File: src/rtl/branch_resolver_pkg.sv
// ---------------------------------------------------------------------------
// branch_resolver_pkg
// Shared branch-prediction definitions: resolver FSM state type, default
// sizing constants and a small width helper used by the resolver blocks.
// ---------------------------------------------------------------------------
package branch_resolver_pkg;

    localparam int DEFAULT_DEPTH        = 4;
    localparam int DEFAULT_CNT_W        = 16;
    localparam int DEFAULT_FLUSH_CYCLES = 2;

    // RUN: predictions flow normally. FLUSH: wrong-path state is discarded.
    typedef enum logic [0:0] {
        ST_RUN   = 1'b0,
        ST_FLUSH = 1'b1
    } resolver_state_e;

    // Width needed to count down from n-1 to 0; never narrower than one bit.
    function automatic int down_cnt_width(input int n);
        return (n > 1) ? $clog2(n) : 1;
    endfunction

endpackage : branch_resolver_pkg

File: src/rtl/pred_fifo.sv
// ---------------------------------------------------------------------------
// pred_fifo
// In-order FIFO of one-bit predicted directions.
//   clk, reset_n     : clock, asynchronous active-low reset
//   push, push_data  : write one entry (ignored when full)
//   pop              : retire the oldest entry (ignored when empty)
//   clear            : discard every entry; wins over push and pop
//   pop_data         : oldest entry (valid when not empty)
//   full, empty      : occupancy flags
//   count            : number of stored entries, 0..DEPTH
// ---------------------------------------------------------------------------
module pred_fifo
    import branch_resolver_pkg::*;
#(
    parameter  int DEPTH = DEFAULT_DEPTH,
    localparam int PTR_W = $clog2(DEPTH),
    localparam int OCC_W = $clog2(DEPTH + 1)
) (
    input  logic             clk,
    input  logic             reset_n,
    input  logic             push,
    input  logic             push_data,
    input  logic             pop,
    input  logic             clear,
    output logic             pop_data,
    output logic             full,
    output logic             empty,
    output logic [OCC_W-1:0] count
);

    logic [DEPTH-1:0] mem;
    logic [PTR_W-1:0] rd_ptr;
    logic [PTR_W-1:0] wr_ptr;
    logic             do_push;
    logic             do_pop;

    assign full     = (count == OCC_W'(DEPTH));
    assign empty    = (count == '0);
    assign pop_data = mem[rd_ptr];
    assign do_push  = push && !full;
    assign do_pop   = pop && !empty;

    // Pointers are PTR_W bits wide and DEPTH is a power of two, so the
    // increment wraps modulo DEPTH on its own. The separate count keeps
    // full and empty distinguishable when the pointers are equal.
    always_ff @(posedge clk or negedge reset_n) begin
        if (!reset_n) begin
            // NOTE: the storage is only DEPTH bits, so it is reset along with
            // the pointers; a wide RAM would normally be left unreset.
            mem    <= '0;
            rd_ptr <= '0;
            wr_ptr <= '0;
            count  <= '0;
        end else if (clear) begin
            rd_ptr <= '0;
            wr_ptr <= '0;
            count  <= '0;
        end else begin
            // NOTE: non-blocking assignments so every flop samples the
            // pre-edge values regardless of statement order.
            if (do_push) begin
                mem[wr_ptr] <= push_data;
                wr_ptr      <= wr_ptr + PTR_W'(1);
            end
            if (do_pop) begin
                rd_ptr <= rd_ptr + PTR_W'(1);
            end
            case ({do_push, do_pop})
                2'b10:   count <= count + OCC_W'(1);
                2'b01:   count <= count - OCC_W'(1);
                default: count <= count;
            endcase
        end
    end

endmodule : pred_fifo

File: src/rtl/branch_resolver.sv
// ---------------------------------------------------------------------------
// branch_resolver
// Tracks in-flight branch predictions, compares each against the resolved
// outcome, trains the predictor, and flushes on a misprediction.
//   clk, reset_n           : clock, asynchronous active-low reset
//   pred_valid, pred_taken : prediction from the predictor
//   pred_ready             : prediction can be accepted (combinational)
//   res_valid, res_taken   : resolution of the oldest in-flight branch
//   upd_valid, upd_taken   : registered training update to the predictor
//   mispredict             : one-cycle pulse on a wrong prediction
//   flush                  : high FLUSH_CYCLES cycles after a misprediction
//   res_error              : one-cycle pulse on a resolve with nothing queued
//   hit_count, miss_count  : saturating prediction statistics
//   occupancy              : entries currently queued
// ---------------------------------------------------------------------------
module branch_resolver
    import branch_resolver_pkg::*;
#(
    parameter  int DEPTH        = DEFAULT_DEPTH,
    parameter  int CNT_W        = DEFAULT_CNT_W,
    parameter  int FLUSH_CYCLES = DEFAULT_FLUSH_CYCLES,
    localparam int OCC_W        = $clog2(DEPTH + 1)
) (
    input  logic             clk,
    input  logic             reset_n,
    input  logic             pred_valid,
    input  logic             pred_taken,
    output logic             pred_ready,
    input  logic             res_valid,
    input  logic             res_taken,
    output logic             upd_valid,
    output logic             upd_taken,
    output logic             mispredict,
    output logic             flush,
    output logic             res_error,
    output logic [CNT_W-1:0] hit_count,
    output logic [CNT_W-1:0] miss_count,
    output logic [OCC_W-1:0] occupancy
);

    localparam int               FC_W    = down_cnt_width(FLUSH_CYCLES);
    localparam logic [CNT_W-1:0] CNT_MAX = '1;

    resolver_state_e state;
    logic [FC_W-1:0] flush_cnt;

    logic in_run;
    logic fifo_full;
    logic fifo_empty;
    logic oldest_pred;
    logic do_push;
    logic do_pop;
    logic wrong;
    logic empty_resolve;

    assign in_run        = (state == ST_RUN);
    assign pred_ready    = in_run && !fifo_full;
    assign do_push       = pred_valid && pred_ready;
    assign do_pop        = res_valid && in_run && !fifo_empty;
    assign wrong         = do_pop && (res_taken != oldest_pred);
    assign empty_resolve = res_valid && in_run && fifo_empty;

    // A misprediction clears the queue; clear also drops a push accepted
    // in the same cycle, since that prediction lies on the wrong path.
    pred_fifo #(
        .DEPTH (DEPTH)
    ) u_fifo (
        .clk       (clk),
        .reset_n   (reset_n),
        .push      (do_push),
        .push_data (pred_taken),
        .pop       (do_pop),
        .clear     (wrong),
        .pop_data  (oldest_pred),
        .full      (fifo_full),
        .empty     (fifo_empty),
        .count     (occupancy)
    );

    always_ff @(posedge clk or negedge reset_n) begin
        if (!reset_n) begin
            state      <= ST_RUN;
            flush_cnt  <= '0;
            flush      <= 1'b0;
            mispredict <= 1'b0;
            res_error  <= 1'b0;
            upd_valid  <= 1'b0;
            upd_taken  <= 1'b0;
            hit_count  <= '0;
            miss_count <= '0;
        end else begin
            upd_valid  <= do_pop;
            mispredict <= wrong;
            res_error  <= empty_resolve;
            // upd_taken holds the last resolved outcome between updates.
            if (do_pop) begin
                upd_taken <= res_taken;
            end

            // flush_cnt counts the remaining FLUSH cycles after the current
            // one, so FLUSH lasts exactly FLUSH_CYCLES cycles.
            case (state)
                ST_RUN: begin
                    if (wrong) begin
                        state     <= ST_FLUSH;
                        flush     <= 1'b1;
                        flush_cnt <= FC_W'(FLUSH_CYCLES - 1);
                    end
                end
                ST_FLUSH: begin
                    if (flush_cnt == '0) begin
                        state <= ST_RUN;
                        flush <= 1'b0;
                    end else begin
                        flush_cnt <= flush_cnt - FC_W'(1);
                    end
                end
                default: begin
                    state <= ST_RUN;
                    flush <= 1'b0;
                end
            endcase

            // Statistics saturate instead of wrapping.
            if (do_pop && !wrong && hit_count != CNT_MAX) begin
                hit_count <= hit_count + CNT_W'(1);
            end
            if (wrong && miss_count != CNT_MAX) begin
                miss_count <= miss_count + CNT_W'(1);
            end
        end
    end

endmodule : branch_resolver

File: config.mk
export PLATFORM = sky130hd
export DESIGN_NAME = branch_resolver
export DESIGN_NICKNAME = d
export VERILOG_FILES = /design/src/rtl/branch_resolver_pkg.sv /design/src/rtl/pred_fifo.sv /design/src/rtl/branch_resolver.sv
export SDC_FILE = /design/constraint.sdc
export NUM_CORES = 1
export LEC_CHECK = 0
export ABC_CLOCK_PERIOD_IN_PS = 2800
export BUFFER_PORTS_ARGS = -buffer_cell sky130_fd_sc_hd__buf_2
export CAP_MARGIN = 30
export CORE_AREA = 3 3 78 80
export CTS_CLUSTER_SIZE = 8
export DETAILED_ROUTE_END_ITERATION = 8
export DIE_AREA = 0 0 81 83
export PLACE_DENSITY = 0.73
export SLEW_MARGIN = 10
export SYNTH_ARGS = -nofsm -noshare
export SYNTH_HDL_FRONTEND = slang
export SYNTH_HIERARCHICAL = 1
export SYNTH_SLANG_ARGS = --single-unit
File: constraint.sdc
create_clock -name clk -period 2.8 [get_ports clk]
set_clock_uncertainty 0.15 [all_clocks]
set_input_delay 0 -clock clk [delete_from_list [all_inputs] [get_ports clk]]
set_output_delay 0 -clock clk [all_outputs]
set_load 0.005 [all_outputs]
==> metrics.md, run 1 <==
| Metric | Value |
|---|---|
| Avg Inst Size Synth | 10.82 µm² |
| CP Data Arrival Time | 2680 ps |
| Number of synthesized flops with an enable pin | 0 |
| Buffers & Inverters on Critical Path | 1 |
| Min Hold Slack | 106.8 ps |
| Seq/Total Area, Yosys | 46.62% |
| Area of the multi-input gates | 1375 µm² |
| Largest net degree at the start of global routing | 28 |
| Pwr dens | 798.5 nW/µm² |
| CTS Sinks | 50 |
| H-Tree Level Count | 2 |
| Post-CTS setup buffer count | 0 |
| Peak supply drop | 0.4505 mV |
| DR WL/cell | 14.40 µm |
| Most frequently used flop master after synthesis | dfrtp_1 |
| All-Layer GR Usage | 17.29% |
| Outcome | finished, final reports clean |
| Placed Area | 3050 µm² |
| Yosys warns | 6 |
| # nets final | 320 |
| Final hold violation count | 0 |
| Final HPWL DP | 4110 µm |
| Final wirelength | 5471 µm |
| Max stage delay on crit path | 490 ps |
| P_leak | 0.001587 µW |
| Row cnt | 27 |
| DRT iter0 DRCs | 81 |
| Fin Setup TNS | 0 ps |
| Crit. End Element | flip-flop |
| Initial core utilization | 49.04% |
| Setup violators final | 0 |
| Async set-reset flop share out of synthesis | 100.0% |
| Chip height | 83 µm |
| #FFs+latches synth | 50 |
| Antenna violations before repair | 0 |
| Period minus WS final | 2609 ps |
| CTS Buffer Depth | 2 |
| Input/output buffers | 46 |
| Core area | 5473 µm² |
| DRT antenna net count | 0 |
| ANT cells | 0 |
| Full die area | 6723 µm² |
| Fillers | 512 |
| CTS Root Cell | clkbuf_8 |
| Die X | 81 µm |
| GP Congestion | 0.7888 |
| Router iterations before antenna repair | 4 |
| Num ports | 47 |
| Vias | 2,057 |
| # hold bufs at CTS | 4 |
| Vias/cell | 5.413 |
| Maximum clock frequency | 0.3833 GHz |
| Cells after synthesis | 248 |
| First-pass GRT wire length | 9321 µm |
| Post-synth top area cell | dfrtp_1 |
| Reg area | 1251 µm² |
| GRT overflow | 0 |
| RSZ-0062 raised after global routing | false |
| TritonCTS Buffers | 5 |
| Ranking of synthesized cells by area | dfrtp_1 (47%), xor2_1 (7.2%), nand2_1 (3.2%) |
| Worst-Skew Late Latency | 300 ps |
| Worst-path maximum fanout | 10 |
| P&R area growth vs syn | 18.55% |
| Worst Max-Slew Pin Slew | 662.4 ps |
| Hold/Removal Path Class | in2async |
| Syn Nets | 261 |
| Post-CTS sizing | 0 |
| Commonest non-fill, non-tap cell in the layout | dfrtp_1 |
| Number of remaining DRC errors | 0 |
| Fin crit share | 93.16% |
| Slowest-stage cell, CP | dfrtp_1 |
| Layout Cell Area excl Fill | 3182 µm² |
| Post-synth cell types | 52 |
| Most frequent cells in the layout | dfrtp_1 (50), buf_2 (46), nand2_1 (23) |
| Synth top area share | 46.62% |
| TritonCTS clock tree | yes |
| Critical-path cell list | or2_2 -> nor2_1 -> or3b_4 -> inv_6 -> and2_1 -> fa_1 -> nor4b_1 -> a32oi_1 -> a31oi_1 |
| Layout cells sized above 1 | 28.57% |
| Startpoint types | flip-flop |
| WP data required | 2870 ps |
| Max Slew Vio Count | 0 |
| Crit Path Category | reg2reg |
| Max_cap viols | 0 |
| Reg clk slew, reported paths | 90 ps |
| Vias in the first global route | 1,917 |
| Rel. slew slack | 55.84% |
| Post-Synthesis Cell Area | 2684 µm² |
| Family with the most delay on the worst path | simple AND/OR/NAND/NOR gates |
-- synthesized netlist by cell type (2+ instances only) --
cell type	n
or3b_4	2
o21ai_0	10
and2_1	2
nand2_1	23
nor4b_2	3
nor2_1	14
xor2_1	22
buf_2	3
nand3_1	14
inv_1	7
a21oi_1	6
or2_2	2
xnor2_1	7
nand2b_1	2
nor3_1	14
nand4_4	2
mux2_1	5
o211ai_1	2
nand4_2	2
dfrtp_1	50
nand4_1	7
and3_1	6
mux2_2	3
nor4_2	3
ha_1	6
and4_1	5
-- registers in the layout, indices dropped and copies added (netlist names), 2 cells and up --
| signal | flops |
|---|---|
| miss_count | 16 |
| u_fifo/mem | 4 |
| u_fifo/count | 3 |
| u_fifo/rd_ptr | 2 |
| hit_count | 16 |
| u_fifo/wr_ptr | 2 |
-- worst reg2reg max path: cells and delay by family, from the launching register on --
kind                     cells  cell delay (ps)
AND/OR/NAND/NOR              5             1140
flip-flops                   1              490
adder cells (fa/ha/maj)      1              440
AO/OA/AOI/OAI                2              240
buffers and inverters        1               60
-- logic make-up after synthesis --
kind of cell    count (synthesis)  synth area share [%]
simple gates                  114                 27.79
flops                          50                 46.62
xor+xnor                       29                 9.464
compound gates                 24                 5.315
buf+inv                        13                 2.144
mux                            11                 5.128
fa+ha+maj                       7                 3.543
-- worst paths after layout --
kind                       cells after the start                to  slack [ps]            start
min                                            2    miss_count[13]         110          reset_n
max in group asynchronous                      3      hit_count[3]        1840          reset_n
max                                            9   u_fifo/count[2]         190  u_fifo/count[0]
min reg2reg                                    2             state         340        flush_cnt
min in group clk                               5  u_fifo/wr_ptr[1]         120       pred_valid
max reg2reg                                    9   u_fifo/count[2]         190  u_fifo/count[0]
-- power by group --
| group | internal (µW) | switching, µW | total [µW] |
|---|---|---|---|
| Clock | 200 | 232 | 432 |
| Sequential | 912 | 190 | 1100 |
| Combinational | 460 | 547 | 1010 |
-- layout make-up --
cell class / instances / area share (%)
clock buffer: 7 / 2.713
clock inverter: 1 / 0.1573
inverter: 9 / 1.219
multi-input combinational: 185 / 43.22
sequential: 50 / 39.32
tap: 72 / 2.831
timing repair buffer: 56 / 10.54
-- routing by layer --
layer | wire length (µm) | GRT usage [%] | up-vias
li1 | - | - | 1002
met1 | 2547 | 24.47 | 1006
met2 | 2635 | 26.59 | 44
met3 | 239 | 3.579 | 5
met4 | 48 | 5.069 | 0
met5 | 0 | 0 | -
-- per-stage QoR --
stage / power (µW) / setup slack, ps / cells / utilization [%]
floorplan: 1776 / 181.8 / 248 / -
global placement: 2088 / 228.0 / 367 / 55.24
detailed placement: 2127 / 215.6 / 368 / 55.74
CTS: 2574 / 203.4 / 380 / 58.14
global route: 2747 / 19.03 / 380 / 58.14
finish: 2541 / 191.4 / 380 / 58.14
No activity file was read; power rests on OpenSTA's default activity.
==> inputs of run 2 (changes only) <==
--- a/config.mk
+++ b/config.mk
@@ -8,11 +8,10 @@
 export ABC_CLOCK_PERIOD_IN_PS = 2800
 export BUFFER_PORTS_ARGS = -buffer_cell sky130_fd_sc_hd__buf_2
 export CAP_MARGIN = 30
-export CORE_AREA = 3 3 78 80
+export CORE_AREA = 3 3 102 104
 export CTS_CLUSTER_SIZE = 8
 export DETAILED_ROUTE_END_ITERATION = 8
-export DIE_AREA = 0 0 81 83
-export PLACE_DENSITY = 0.73
+export DIE_AREA = 0 0 105 107
 export SLEW_MARGIN = 10
 export SYNTH_ARGS = -nofsm -noshare
 export SYNTH_HDL_FRONTEND = slang
==> metrics.md, run 2 (synthesized netlist as in run 1, its figures left out) <==
| Metric | Value |
|---|---|
| Worst-Skew Late Latency | 310 ps |
| # hold bufs at CTS | 4 |
| Rel. slew slack | 56.77% |
| Crit Path Category | reg2reg |
| Post-CTS sizing | 0 |
| Number of remaining DRC errors | 0 |
| Outcome | finished, final reports clean |
| CTS Root Cell | clkbuf_8 |
| P_leak | 0.001594 µW |
| Initial core utilization | 27.84% |
| Hold/Removal Path Class | in2async |
| DRT iter0 DRCs | 74 |
| Die X | 105 µm |
| Final wirelength | 6133 µm |
| Commonest non-fill, non-tap cell in the layout | dfrtp_1 |
| First-pass GRT wire length | 10,920 µm |
| Vias in the first global route | 2,137 |
| Regs by FF count | hit_count x16, miss_count x16, u_fifo/mem x4 |
| Layout Cell Area excl Fill | 3263 µm² |
| Full die area | 11,240 µm² |
| DRT antenna net count | 0 |
| Post-CTS setup buffer count | 0 |
| ANT cells | 0 |
| TritonCTS clock tree | yes |
| Maximum clock frequency | 0.3885 GHz |
| Chip height | 107 µm |
| CTS Buffer Depth | 2 |
| Fillers | 1,025 |
| Period minus WS final | 2574 ps |
| Vias | 2,082 |
| Max_cap viols | 0 |
| Row cnt | 36 |
| # nets final | 321 |
| Antenna violations before repair | 0 |
| Router iterations before antenna repair | 4 |
| RSZ-0062 raised after global routing | false |
| Placed Area | 3114 µm² |
| Core area | 9639 µm² |
| Min Hold Slack | 61.80 ps |
| Final hold violation count | 0 |
| Startpoint types | flip-flop |
| Reg clk slew, reported paths | 100 ps |
| Max Slew Vio Count | 0 |
| Vias/cell | 4.710 |
| Num ports | 47 |
| Crit. End Element | flip-flop |
| Largest net degree at the start of global routing | 27 |
| DR WL/cell | 13.88 µm |
| Worst Max-Slew Pin Slew | 643.6 ps |
| Pwr dens | 813.5 nW/µm² |
| WP data required | 2840 ps |
| CP Data Arrival Time | 2620 ps |
| Worst-path maximum fanout | 4 |
| H-Tree Level Count | 2 |
| All-Layer GR Usage | 11.95% |
| GRT overflow | 0 |
| Fin Setup TNS | 0 ps |
| Layout cells sized above 1 | 29.13% |
| Input/output buffers | 46 |
| Fin crit share | 91.92% |
| TritonCTS Buffers | 5 |
| Most frequent cells in the layout | dfrtp_1 (50), buf_2 (46), nand2_1 (23) |
| CTS Sinks | 50 |
| Setup violators final | 0 |
| Final HPWL DP | 4667 µm |
| P&R area growth vs syn | 21.59% |
| GP Congestion | 0.7741 |
| Peak supply drop | 0.3202 mV |
run 2: stage by stage:
step | utilization (%) | total power (µW) | std cells | worst slack (ps)
3_5_place_dp | 32.31 | 2168 | 430 | 193.6
3_3_place_gp | 32.31 | 2124 | 430 | 283.2
4_1_cts | 33.85 | 2697 | 442 | 170.4
5_1_grt | 33.85 | 2879 | 442 | 22.05
2_1_floorplan | - | 1776 | 248 | 181.8
6_report | 33.85 | 2654 | 442 | 226.2
run 2: path summary, 6_finish.rpt:
kind                                       from               end  slack (ps)  depth (start not counted)
worst min-delay path                    reset_n    miss_count[13]          60                          2
worst max-delay path            u_fifo/count[1]   u_fifo/count[1]         230                         10
min in group clk                     pred_valid  u_fifo/wr_ptr[1]         140                          5
worst min register to register        flush_cnt             state         340                          2
max in group asynchronous               reset_n         flush_cnt        1680                          3
worst max register to register  u_fifo/count[1]   u_fifo/count[1]         230                         10
run 2: final cells by class:
| type | instances | area [µm²] | share of cell area [%] |
|---|---|---|---|
| flip-flops and latches | 50 | 1251 | 38.34 |
| clock buffers | 5 | 68.82 | 2.109 |
| multi-input cells | 185 | 1375 | 42.14 |
| inverters | 9 | 38.79 | 1.189 |
| repair buffers | 57 | 322.8 | 9.893 |
| well taps | 133 | 166.4 | 5.100 |
| clock inverters | 3 | 40.04 | 1.227 |
run 2: worst max-delay path: stages, from the launching register on:
cell and delay, ps:
dfrtp_1 400, or3b_4 430, inv_2 90, nor2_1 60, and2_1 190, o21ai_0 190, and2_1 170, fa_1 440
o311a_1 130, a21oi_1 140, nor3_1 80
run 2: metal layers:
metal	vias to the layer above	global-route usage (%)	wire length [µm]
met5	-	0	0
met4	0	3.936	55
met3	5	3.131	254
met2	42	18.33	2834
met1	1027	16.42	2989
li1	1008	-	-
run 2: power breakdown:
group	leakage (µW)	switching, µW	internal, µW
Combinational	0.000883	583	466
Sequential	0.000653	184	912
Clock	0.0000579	246	263
Total	0.00159	1010	1640
